## src/rtl/det_count_display.sv

```systemverilog
// Counts rising edges of the asynchronous detector output as a 3-digit BCD value
// and shows it on a multiplexed seven-segment display with leading-zero blanking.
module det_count_display #(
  parameter int REFRESH_BITS   = 16,
  parameter bit SEG_ACTIVE_LOW = 1'b1
) (
  input  logic        clk,
  input  logic        rst,
  input  logic        det,
  input  logic        clr,
  output logic [7:0]  seg,
  output logic [2:0]  an,
  output logic [11:0] cnt_bcd,
  output logic        ovf
);

  typedef enum logic [1:0] {
    DIG_UNITS = 2'd0,
    DIG_TENS  = 2'd1,
    DIG_HUNDS = 2'd2,
    DIG_BAD   = 2'd3
  } dig_e;

  logic                    det_s1, det_s2, det_prev;
  logic                    clr_s1, clr_s2;
  logic                    pulse;
  logic [3:0]              units, tens, hunds;
  logic [REFRESH_BITS-1:0] refresh;
  logic                    wrap;
  dig_e                    sel, sel_next;
  logic [2:0]              an_h, an_next;
  logic [7:0]              seg_h, seg_next;

  function automatic logic [6:0] decode(input logic [3:0] d);
    case (d)
      4'd0:    decode = 7'b0111111;
      4'd1:    decode = 7'b0000110;
      4'd2:    decode = 7'b1011011;
      4'd3:    decode = 7'b1001111;
      4'd4:    decode = 7'b1100110;
      4'd5:    decode = 7'b1101101;
      4'd6:    decode = 7'b1111101;
      4'd7:    decode = 7'b0000111;
      4'd8:    decode = 7'b1111111;
      4'd9:    decode = 7'b1101111;
      default: decode = 7'b0000000;
    endcase
  endfunction

  // NOTE: every flop uses non-blocking assignment so the synchroniser chain
  // shifts by exactly one stage per edge regardless of statement order.
  always_ff @(posedge clk or negedge rst) begin
    if (!rst) begin
      det_s1   <= 1'b0;
      det_s2   <= 1'b0;
      det_prev <= 1'b0;
      clr_s1   <= 1'b0;
      clr_s2   <= 1'b0;
    end else begin
      det_s1   <= det;
      det_s2   <= det_s1;
      det_prev <= det_s2;
      clr_s1   <= clr;
      clr_s2   <= clr_s1;
    end
  end

  assign pulse = det_s2 & ~det_prev;

  // Clear takes priority; a pulse coinciding with it is intentionally lost.
  always_ff @(posedge clk or negedge rst) begin
    if (!rst) begin
      units <= 4'd0;
      tens  <= 4'd0;
      hunds <= 4'd0;
      ovf   <= 1'b0;
    end else if (clr_s2) begin
      units <= 4'd0;
      tens  <= 4'd0;
      hunds <= 4'd0;
      ovf   <= 1'b0;
    end else if (pulse) begin
      if (units != 4'd9) begin
        units <= units + 4'd1;
      end else begin
        units <= 4'd0;
        if (tens != 4'd9) begin
          tens <= tens + 4'd1;
        end else begin
          tens <= 4'd0;
          if (hunds != 4'd9) begin
            hunds <= hunds + 4'd1;
          end else begin
            hunds <= 4'd0;
            ovf   <= 1'b1;
          end
        end
      end
    end
  end

  assign cnt_bcd = {hunds, tens, units};
  assign wrap    = &refresh;

  // NOTE: next-state values get defaults first so no path leaves them unassigned,
  // which would otherwise infer latches.
  always_comb begin
    sel_next = sel;
    an_next  = an_h;
    seg_next = seg_h;
    if (wrap) begin
      case (sel)
        DIG_UNITS: begin
          sel_next = DIG_TENS;
          an_next  = 3'b001;
          seg_next = {ovf, decode(units)};
        end
        DIG_TENS: begin
          sel_next = DIG_HUNDS;
          an_next  = 3'b010;
          seg_next = {1'b0, (hunds == 4'd0 && tens == 4'd0) ? 7'b0000000 : decode(tens)};
        end
        DIG_HUNDS: begin
          sel_next = DIG_UNITS;
          an_next  = 3'b100;
          seg_next = {1'b0, (hunds == 4'd0) ? 7'b0000000 : decode(hunds)};
        end
        default: begin
          sel_next = DIG_UNITS;
          an_next  = 3'b000;
          seg_next = 8'h00;
        end
      endcase
    end
  end

  // Enables and segments load on the same edge so a digit never shows a neighbour's pattern.
  always_ff @(posedge clk or negedge rst) begin
    if (!rst) begin
      refresh <= '0;
      sel     <= DIG_UNITS;
      an_h    <= 3'b000;
      seg_h   <= 8'h00;
    end else begin
      refresh <= refresh + REFRESH_BITS'(1);
      sel     <= sel_next;
      an_h    <= an_next;
      seg_h   <= seg_next;
    end
  end

  assign seg = SEG_ACTIVE_LOW ? ~seg_h : seg_h;
  assign an  = SEG_ACTIVE_LOW ? ~an_h  : an_h;

endmodule

```

## config.mk

```make
export PLATFORM = sky130hd
export DESIGN_NAME = det_count_display
export DESIGN_NICKNAME = d
export VERILOG_FILES = /design/src/rtl/det_count_display.sv
export SDC_FILE = /design/constraint.sdc
export NUM_CORES = 1
export LEC_CHECK = 0
export ABC_AREA = 1
export CAP_MARGIN = 20
export CORE_ASPECT_RATIO = 0.7
export CORE_MARGIN = 10
export CORE_UTILIZATION = 51
export CTS_CLUSTER_DIAMETER = 30
export CTS_CLUSTER_SIZE = 30
export DETAILED_ROUTE_END_ITERATION = 12
export GPL_ROUTABILITY_DRIVEN = 0
export MAX_ROUTING_LAYER = met4
export PLACE_DENSITY_LB_ADDON = 0.2
export SYNTH_ARGS = -nofsm -noshare
export SYNTH_HDL_FRONTEND = slang
export SYNTH_SLANG_ARGS = --single-unit
```

## constraint.sdc

```tcl
create_clock -name clk -period 3 [get_ports clk]
set_input_delay 0.3 -clock clk [delete_from_list [all_inputs] [get_ports clk]]
set_output_delay 0.3 -clock clk [all_outputs]
set_load 0.02 [all_outputs]
```

### After elaboration in Yosys (flattened, before gate mapping)

Memories as Yosys holds them, arrays and structs flattened.
Index checks and enable logic that the tools add are counted.

* register bits: 47
* memory bits (read-only): 336
* memories kept: 3
* word-level logic and storage cells: 63

* eq/ne operators: 8
* mux-type cells: 22
* $add $sub $neg: 4
* bitwise logic cells: 4
* reduce and logical (&&, ||, !) cells: 9

Memories
* (name not given): words 16, bits a word 7, read ports 1, clocked after memory_dff 0, write ports 0, RTL line 35 `case (d)`
* (name not given): words 16, bits a word 7, read ports 1, clocked after memory_dff 0, write ports 0, RTL line 35
* (name not given): words 16, bits a word 7, read ports 1, clocked after memory_dff 0, write ports 0, RTL line 35

Operators by type and width (count)
* 4-bit 2-to-1 mux: 12
* 8-bit case mux with 3 select lines: 1
* 16-bit by 1-bit adder with 16-bit output (second input constant): 1
* 16-bit AND reduction: 1
* 7-bit 2-to-1 mux: 2
* 4-bit by 1-bit adder with 4-bit output (second input constant): 3
* 4-bit inequality test (second input constant): 3
* 3-bit case mux with 3 select lines: 1
* 4-bit logical NOT: 2
* 8-bit NOT: 1
* 2-bit inequality test (second input constant): 3
* 1-bit 2-to-1 mux: 5
* 2-bit case mux with 2 select lines: 1
* 4-bit AND reduction: 1
* 3-bit NOT: 1
* 3-bit AND reduction: 1
* 2-bit by 1-bit == test with 1-bit output (second input constant): 1
* 2-bit == test (second input constant): 1
* 2-bit logical NOT: 1
* 2-bit AND reduction: 1
* 2-bit nonzero test: 1
* 1-bit bitwise AND: 1
* 1-bit logical AND: 1
* 1-bit NOT: 1

### Longest topological paths before layout

Gate-level depths: netlist of run 1.

* depth in word-level cells: 6
* mapped depth: 10
* depth with buffers taken out: 10

### Worst setup path before layout of run 1

No wires, ideal clock.

* kind: register to register
* start: register units[1]
* end: register hunds[2]
* period minus slack after synthesis: 1569 ps
* cell stages (with the launch flop): 10
* slack: 1431 ps
* data required time: 2881 ps
* data arrival time: 1450 ps
* setup time: 119 ps
* cell sequence: dfrtp_1 inv_1 ha_1 nand3_1 nand2_1 nand2_2 nor2_4 inv_1 a21oi_1 nor2_1

* longest elaborated chain between the ends: 3

Ends and longest elaborated chain
* start: declaration: RTL line 27 `logic [3:0] units, tens, hunds;`
* start signal: assignment: RTL line 84 `units <= units + 4'd1;`
* 4-bit inequality test: RTL line 83 `if (units != 4'd9) begin`
* 2-bit inequality test (no source line)
* 3-bit AND reduction (no source line)
* end signal: assignment: RTL line 92 `hunds <= hunds + 4'd1;`
* end: declaration: RTL line 27

No other way between the ends.
A chain may end at the register's enable or synchronous reset.

### Worst setup path after layout of run 1

* start: register hunds[2]
* end: output cnt_bcd[10]

RTL lines
* end: declaration: RTL line 13 `output logic [11:0] cnt_bcd,`

No word-level cell between the ends.

==> results of run 1 <==
## repair_timing
item | CTS | global route
hold buffers | 0 | 1
hold endpoints to repair | 0 | 17
resized for setup | 0 | 0
## synth_stat cells
library cell,number
a21oi_1,10
a21oi_2,1
buf_4,1
buf_6,1
dfrtp_1,45
ha_1,20
inv_1,44
inv_2,4
nand2_1,90
nand2_2,1
nand2_4,1
nand3_1,33
nand3_2,1
nand3b_1,1
nand4_1,2
nor2_1,25
nor2_2,3
nor2_4,3
nor3_1,6
o211ai_1,2
o21ai_0,10
o21ai_1,1
o21ai_2,1
o22ai_1,4
or2_2,5
xnor2_1,6
xor2_1,8
## power by group through the flow
| stage | Combinational [mW] | Sequential [mW] | Clock [mW] |
|---|---|---|---|
| floorplan | 0.309 | 0.728 | 0 |
| global placement | 0.486 | 0.706 | 0 |
| detailed placement | 0.493 | 0.707 | 0 |
| CTS | 0.497 | 0.694 | 0.473 |
| global route | 0.570 | 0.704 | 0.504 |
| finish | 0.501 | 0.696 | 0.463 |
## cell families after synthesis
kind of cell	Yosys count	synth area share, %
compound gates	29	6.21
xor+xnor	14	4.68
fa+ha+maj	20	9.56
buf+inv	50	7.60
flops	45	43.0
simple gates	171	29.0
## through the flow
stage	cell area (sq um)	hold slack [ns]	setup slack, ns	instances	power, mW
final	3100	0.347	1.18	433	1.66
after global routing	3100	0.365	1.11	433	1.78
after CTS	3070	0.207	1.17	431	1.66
after detailed placement	2950	0.336	1.29	423	1.20
after global placement	2950	0.333	1.31	423	1.19
after floorplan	2620	0.00441	1.43	329	1.04
## state kept, by name (all words and copies together), names as in the netlist
signal    flops
refresh      16
seg_h         8
hunds         4
tens          4
units         4
sel           2
an_h          1
clr_s1        1
clr_s2        1
det_prev      1
det_s1        1
det_s2        1
ovf           1
## cell usage in the layout, fill, tap and decap left out
cell | netlist | final
o22ai_1 | 4 | 4
ha_1 | 20 | 20
nand2_1 | 90 | 90
buf_2 | 0 | 1
or2_2 | 5 | 5
nand3_2 | 1 | 1
nand3_1 | 33 | 33
buf_12 | 0 | 1
a21oi_2 | 1 | 1
a21oi_1 | 10 | 10
nand2_2 | 1 | 1
clkbuf_1 | 0 | 1
nor2_2 | 3 | 3
xor2_1 | 8 | 8
o21ai_0 | 10 | 10
dfrtp_1 | 45 | 45
o211ai_1 | 2 | 2
inv_2 | 4 | 4
clkdlybuf4s50_1 | 0 | 26
nor3_1 | 6 | 6
bufinv_16 | 0 | 1
inv_1 | 44 | 44
nor2_4 | 3 | 3
xnor2_1 | 6 | 6
nor2_1 | 25 | 25
nand3b_1 | 1 | 1
o21ai_2 | 1 | 1
clkbuf_8 | 0 | 6
dlygate4sd3_1 | 0 | 1
nand2_4 | 1 | 1
nand4_1 | 2 | 2
o21ai_1 | 1 | 1
## metal layers
metal  global-route usage (%)  wire (um)  part of all wire (%)
met4                     2.43         22                  0.40
met1                     19.8       2930                    54
met5                        -          0                     0
met2                     17.4       2180                    40
met3                     3.87        336                   6.1
## final cells by class
class	instances	area share, %
multi-input combinational	234	41.8
timing repair buffer	29	9.53
clock inverter	1	0.969
sequential	45	36.3
clock buffer	7	2.79
inverter	48	5.82
tap	69	2.79
## path summary, 6_finish.rpt
kind	cells past startpoint	slack, ns	end	startpoint
max	1	1.18	cnt_bcd[10]	hunds[2]
min	0	0.35	det_s2	det_s1
max reg2reg	9	1.25	hunds[2]	units[1]
min reg2reg	0	0.35	det_s2	det_s1
max in group asynchronous	3	2.03	ovf	rst
min in group asynchronous	2	0.48	an_h[2]	rst
==> flow_summary.ini, run 1 <==
[timing]
fin_skew_ns = 0.00816
rsz0062_at_grt = no
hold_violations = 0
drv_slew = 0
timing.final.crit_period_ns = 1.82
final.period_utilization_pct = 60.5
setup_viol = 0
tightestPinTransition_ns = 0.422
fin_setup_tns_ns = 0
fmax_mhz = 551
relSlewSlack_pct = 71.8

[critical_path]
end_kind = output pin
path_cells = clkdlybuf4s50_1
crit_family = buffers and inverters
cp_max_fo = 11
start_kind = flop
criticalPathCategory = flop to output pin
worst-path-buf-inv = 1
critical-path-slowest-cell = clkdlybuf4s50_1
critical-path-max-stage-delay_ns = 0.68
worst_ep_arrival_time_ns = 1.52
required_ns = 2.70

[clocking]
clockBufferDepth = 2
cts.sinks = 45
h-tree-depth = 2
post_cts_buffers = 0
cts_buffers = 5
cts_root_buf = clkbuf_8
cts_tree = yes
clk_pin_slew_ns = 0.08
worstSkewPairLatency_ns = 0.29

[pwr]
swShare_pct = 33.3
power.share.clock_pct = 27.9
switching_power_mw = 0.552
p_int_mw = 1.11
powerDensity_nw_per_um2 = 536
power.static_leakage_nw = 1.54
pwr-share-comb_pct = 30.2
ir_drop_mv = 0.289
power_frac_seq_pct = 41.9

[route]
wl_per_cell_um = 12.6
drt_pre_antenna_iters = 5
via_count = 2121
postRouteAntennaNets = 0
drt_wl_total_um = 5470
drc = 0
viasPerCell = 4.90
initialDrtViolationCount = 90

[finish]
synthToLayoutAreaGrowth_pct = 18.3
multi_input_area_sq_um = 1290
n_fill_cell = 424
antenna_cells = 0
seqCellArea_sq_um = 1130
fin_util_pct = 63.7
layout-drive-gt1-share_pct = 7.97
fin_nets = 387

[floorplanning]
core_sq_um = 4860
row_count = 21
start_util_pct = 53.9
die_h_um = 80.0
dieArea_sq_um = 8450
ios = 28
die_x_um = 106

[synth]
syn_nets = 353
ys_types = 27
syn_avg_cell_area_sq_um = 7.96
netlist.area_leader.share_pct = 43.0
yosys_warnings = 0
yosysTopAreaCell = dfrtp_1
synth.top_cells.by_area = dfrtp_1 (43%), nand2_1 (13%), ha_1 (9.6%)
synthesis.area_sq_um = 2620
synth.ff_latch_count = 45
synthesis.instances = 329
yosysSeqAreaShare_pct = 43.0

[place]
io_buffers = 27
dp_hpwl_um = 4240

[status]
outcome = finished clean

[grt]
grt_pass1_vias = 1920
grt_max_degree = 46
grt_pass1_wl_um = 9180
track_usage_pct = 13.4
grt_overflow = 0
antenna_found_initial = 0

[worst_hold_path]
hp-class = flop to flop

[run]
cap_violations = 0
(Power assumes the default switching activity.)
==> run 2, diff against run 1 <==
Clock period 3 ns to 1.87 ns, I/O delays scaled along.
==> run 2 against run 1 <==
Against the previous run: cell count rose by 0.46%; total power rose by 59%; clock skew fell by 0.0024 ns; highest routed layer unchanged.
==> flow_summary.ini, run 2 (same netlist as run 1, synthesis figures left out) <==
[status]
outcome = finished clean

[clocking]
clockBufferDepth = 2
worstSkewPairLatency_ns = 0.30
cts_buffers = 5
cts_tree = yes
cts_root_buf = clkbuf_8
h-tree-depth = 2
clk_pin_slew_ns = 0.08
cts.sinks = 45

[finish]
final_cell_mix = nand2_1 (90), dfrtp_1 (45), inv_1 (43)
n_fill_cell = 419
top_regs = refresh (16), seg_h (8)
antenna_cells = 0
fin_nets = 390
largest_reg_flops = 16
regMostFlops = refresh
final_common_cell = nand2_1
stdcell_area_sq_um = 3100
synthToLayoutAreaGrowth_pct = 18.2
layout-drive-gt1-share_pct = 9.02

[critical_path]
end_kind = output pin
worst_ep_arrival_time_ns = 1.52
critical-path-max-stage-delay_ns = 0.67
critical-path-slowest-cell = clkdlybuf4s50_1
start_kind = flop
required_ns = 1.68
r2r_end = hunds[2]
ff2ff_setup_slack_ns = 0.19
worst-path-buf-inv = 1
path_cells = clkdlybuf4s50_1
criticalPathCategory = flop to output pin
rr_worst_depth = 9
r2r_start = units[1]
cp_max_fo = 11
crit_family = buffers and inverters

[pwr]
powerDensity_nw_per_um2 = 855
power.static_leakage_nw = 1.55
ir_drop_mv = 0.582

[timing]
drv_slew = 0
hold_violations = 0
setup_ws_ns = 0.167
holdWs_ns = 0.323
final.period_utilization_pct = 91.1
relSlewSlack_pct = 51.1
rsz0062_at_grt = no
fmax_mhz = 587
timing.final.crit_period_ns = 1.70
tightestPinTransition_ns = 0.734
fin_skew_ns = 0.00578
setup_viol = 0
fin_setup_tns_ns = 0

[route]
wl_per_cell_um = 13.2
postRouteAntennaNets = 0
via_count = 2166
drc = 0
drt_pre_antenna_iters = 5
drt_wl_total_um = 5720
viasPerCell = 4.98
initialDrtViolationCount = 126

[grt]
grt_overflow = 0
grt_max_degree = 34
antenna_found_initial = 0
grt_pass1_wl_um = 9680
track_usage_pct = 14.5
grt_pass1_vias = 2011

[run]
cap_violations = 0

[floorplanning]
start_util_pct = 53.9
die_h_um = 80.0
die_x_um = 106
core_sq_um = 4860
row_count = 21
ios = 28
dieArea_sq_um = 8450

[worst_hold_path]
worst_hold_startpoint = clr
hold_end = clr_s1
holdPathStages = 1
hp-class = input port to flop

[place]
dp_hpwl_um = 4300
placed_cell_area_sq_um = 2980
io_buffers = 27
pre_cts_slack_ns = 0.195
[run 2: how the worst max path moves through the flow]
stage	from	to	slack, ns	depth (start not counted)
2_1_floorplan	units[1]	hunds[2]	0.30	9
3_3_place_gp	tens[1]	hunds[0]	0.26	9
3_5_place_dp	tens[1]	hunds[2]	0.19	9
4_1_cts	hunds[2]	cnt_bcd[10]	0.15	1
5_1_grt	tens[0]	seg_h[4]	0.002	9
6_report	hunds[2]	cnt_bcd[10]	0.17	1
[run 2: power by group]
group	switching [mW]	internal, mW	total (mW)
sequential	0.0813	1.03	1.11
clock	0.323	0.389	0.712
combinational	0.506	0.322	0.828
total	0.910	1.74	2.65
[run 2: repair_timing]
action / in CTS / in global routing
setup buffers: 0 / 0
endpoints found under the setup margin: 0 / 3
hold endpoints to repair: 31 / 0
gates resized for setup: 0 / 1
hold buffers: 1 / 0
[run 2: layer usage]
metal / track usage, % / up-vias / wire length, um
met1: 20.5 / 989 / 3000
li1: - / 1098 / -
met4: 4.99 / 0 / 70
met5: - / - / 0
met3: 3.47 / 10 / 337
met2: 19.4 / 69 / 2320
[run 2: metrics by stage]
step / utilization, % / power (mW) / instances
final: 63.7 / 2.65 / 435
after global routing: 63.7 / 2.83 / 435
after CTS: 63.7 / 2.66 / 435
after detailed placement: 61.3 / 1.94 / 427
after global placement: 61.3 / 1.93 / 427
after floorplan: - / 1.66 / 329
[run 2: area by class of cell]
| type | count | area, sq um | share of cell area [%] |
|---|---|---|---|
| clock buffers | 5 | 68.8 | 2.22 |
| clock inverters | 2 | 35.0 | 1.13 |
| inverters | 48 | 180 | 5.82 |
| multi-input cells | 234 | 1290 | 41.8 |
| flip-flops and latches | 45 | 1130 | 36.4 |
| well taps | 69 | 86.3 | 2.79 |
| repair buffers | 32 | 305 | 9.86 |
==> run 3, diff against run 2 <==
Settings changed: ABC_AREA 1 to 0.
Clock period 1.87 ns to 1.9 ns, I/O delays scaled along.
==> run 3 against run 2 <==
Against the previous run: global-route usage rose by 0.68 points; flip-flop and latch count did not move; worst setup slack got worse by 0.063 ns; via count fell by 0.78%; first-iteration DRC count did not move; critical endpoint is now cnt_bcd[11].
==> flow_summary.ini, run 3 <==
[synth]
synthesis.instances = 283
yosys-top-cells-count = dfrtp_1 (45), o21ai_0 (29), inv_1 (24), nor2_1 (24), ha_1 (20)
yosys_warnings = 0
synth_edf_count = 0
synth.top_cells.by_area = dfrtp_1 (42%), ha_1 (9.4%), o21ai_0 (5.5%)
synth.most_common_cell = dfrtp_1
synthesis.area_sq_um = 2650
yosysTopAreaCell = dfrtp_1
synthFlopType = dfrtp_1
ys_types = 45
synth.ff_latch_count = 45
syn_nets = 307
async_flop_share_pct = 100
netlist.area_leader.share_pct = 42.5
yosysSeqAreaShare_pct = 42.5
syn_avg_cell_area_sq_um = 9.37

[route]
via_count = 2149
wl_met2_um = 2550
wl_per_cell_um = 15.7
m1WireLength_um = 3130
initialDrtViolationCount = 126
postRouteAntennaNets = 0
drt_wl_total_um = 6140
met3_length_um = 345
viasPerCell = 5.48
drc = 0
topRoutingLayerUsed = met4
drt_pre_antenna_iters = 5

[grt]
grt_overflow = 0
grt_pass1_vias = 2019
grt_pass1_wl_um = 10100
grt_max_degree = 20
track_usage_pct = 15.1
antenna_found_initial = 0

[timing]
relSlewSlack_pct = 64.0
timing.final.crit_period_ns = 1.80
drv_slew = 0
tightestPinTransition_ns = 0.533
rsz0062_at_grt = no
final.period_utilization_pct = 94.6
hold_violations = 0
setup_viol = 0
fin_skew_ns = 0.00369
fin_setup_tns_ns = 0
fmax_mhz = 557

[critical_path]
end_kind = output pin
critical-path-slowest-cell = clkdlybuf4s50_1
worst_ep_arrival_time_ns = 1.61
required_ns = 1.71
critical-path-max-stage-delay_ns = 0.69
worst-path-buf-inv = 1
crit_family = buffers and inverters
path_cells = clkdlybuf4s50_1
criticalPathCategory = flop to output pin
cp_max_fo = 13
start_kind = flop
rr_worst_depth = 7
crit_cells = 1

[floorplanning]
dieArea_sq_um = 8530
start_util_pct = 54.0
row_count = 21
die_h_um = 80.3
die_x_um = 106
ios = 28
core_sq_um = 4910

[finish]
largest_reg_flops = 16
multi_input_area_sq_um = 1450
layout-drive-gt1-share_pct = 13.6
seqCellArea_sq_um = 1130
regMostFlops = refresh
fin_util_pct = 66.2
final_common_cell = dfrtp_1
synthToLayoutAreaGrowth_pct = 22.6
final_cell_mix = dfrtp_1 (42), o21ai_0 (29), clkdlybuf4s50_1 (26)
fin_nets = 346
antenna_cells = 0
n_fill_cell = 401
top_regs = refresh (16), seg_h (8)

[pwr]
p_int_mw = 1.57
power_frac_seq_pct = 47.3
power.static_leakage_nw = 1.36
swShare_pct = 26.4
switching_power_mw = 0.564
power.share.clock_pct = 35.2
powerDensity_nw_per_um2 = 657
ir_drop_mv = 0.435
pwr-share-comb_pct = 17.5

[clocking]
cts_tree = yes
cts.sinks = 45
cts_buffers = 5
clk_pin_slew_ns = 0.08
worstSkewPairLatency_ns = 0.30
clockBufferDepth = 2
cts_root_buf = clkbuf_8
h-tree-depth = 2

[place]
dp_hpwl_um = 4610
io_buffers = 27

[status]
outcome = finished clean

[run]
cap_violations = 0

[worst_hold_path]
hp-class = input port to flop
holdPathStages = 1
==> run 3: cell count changes after synthesis, moves of 5 or more <==
| cell | previous run | this run |
|---|---|---|
| nand2_1 | 90 | 18 |
| inv_1 | 44 | 24 |
| o21ai_0 | 10 | 29 |
| nand3_1 | 33 | 16 |
| a21oi_1 | 10 | 19 |
| nand2b_1 | 0 | 8 |
| nor2b_1 | 0 | 8 |
| clkbuf_1 | 0 | 6 |
| a22o_1 | 0 | 5 |
| nor3_1 | 6 | 1 |
==> run 3: layout make-up <==
cell class	count	share of cell area [%]
multi-input cells	205	44.6
flip-flops and latches	45	34.8
repair buffers	41	11.5
inverters	24	2.77
well taps	69	2.66
clock buffers	6	2.54
clock inverters	2	1.15
==> run 3: path summary, 6_finish.rpt <==
kind,start,end,slack (ns)
hold / removal,clr,clr_s1,0.32
min in group asynchronous,rst,seg_h[2],0.37
setup reg to reg,tens[1],seg_h[0],0.12
setup / recovery,hunds[3],cnt_bcd[11],0.10
max in group asynchronous,rst,units[3],0.96
hold reg to reg,det_s1,det_s2,0.36
==> run 3: power groups by stage <==
stage | registers [mW] | clock network (mW) | logic (mW)
2_1_floorplan | 1.05 | 0 | 0.176
3_5_place_dp | 1.03 | 0 | 0.345
6_report | 1.01 | 0.751 | 0.373
3_3_place_gp | 1.03 | 0 | 0.337
5_1_grt | 1.02 | 0.797 | 0.415
4_1_cts | 1.01 | 0.769 | 0.349
==> run 3: metrics by stage <==
| step | area [sq um] | setup WS [ns] | hold WS [ns] | cells | total power, mW |
|---|---|---|---|---|---|
| after floorplan | 2660 | 0.0246 | -0.106 | 283 | 1.22 |
| after global placement | 3070 | 0.0869 | 0.162 | 383 | 1.36 |
| after detailed placement | 3070 | 0.0420 | 0.162 | 383 | 1.37 |
| after CTS | 3200 | 0.0299 | 0.319 | 392 | 2.13 |
| after global routing | 3250 | 0.000785 | 0.326 | 392 | 2.23 |
| final | 3250 | 0.103 | 0.325 | 392 | 2.13 |
==> run 3: kinds of logic (layout without fill, tap and decap cells) <==
family,count (synthesis),count (layout),share of synthesized area [%]
flip-flops,45,45,42.5
adder cells (fa/ha/maj),20,20,9.44
AO/OA/AOI/OAI,76,76,17.9
buffers and inverters,33,73,5.05
AND/OR/NAND/NOR,89,89,18.1
multiplexers,6,6,2.41
XOR/XNOR,14,14,4.62
==> run 3: what timing repair did <==
item / 4_1_cts / 5_1_grt
buffers inserted: 0 / 0
hold buffers: 1 / 0
hold endpoints to repair: 17 / 0
resized for setup: 0 / 12
setup endpoints to repair: 0 / 16
==> run 3: per-layer routing <==
layer,global-route usage [%],up-vias
li1,-,1061
met1,21.0,1017
met2,20.9,59
met3,3.75,12
met4,5.12,0
met5,-,-
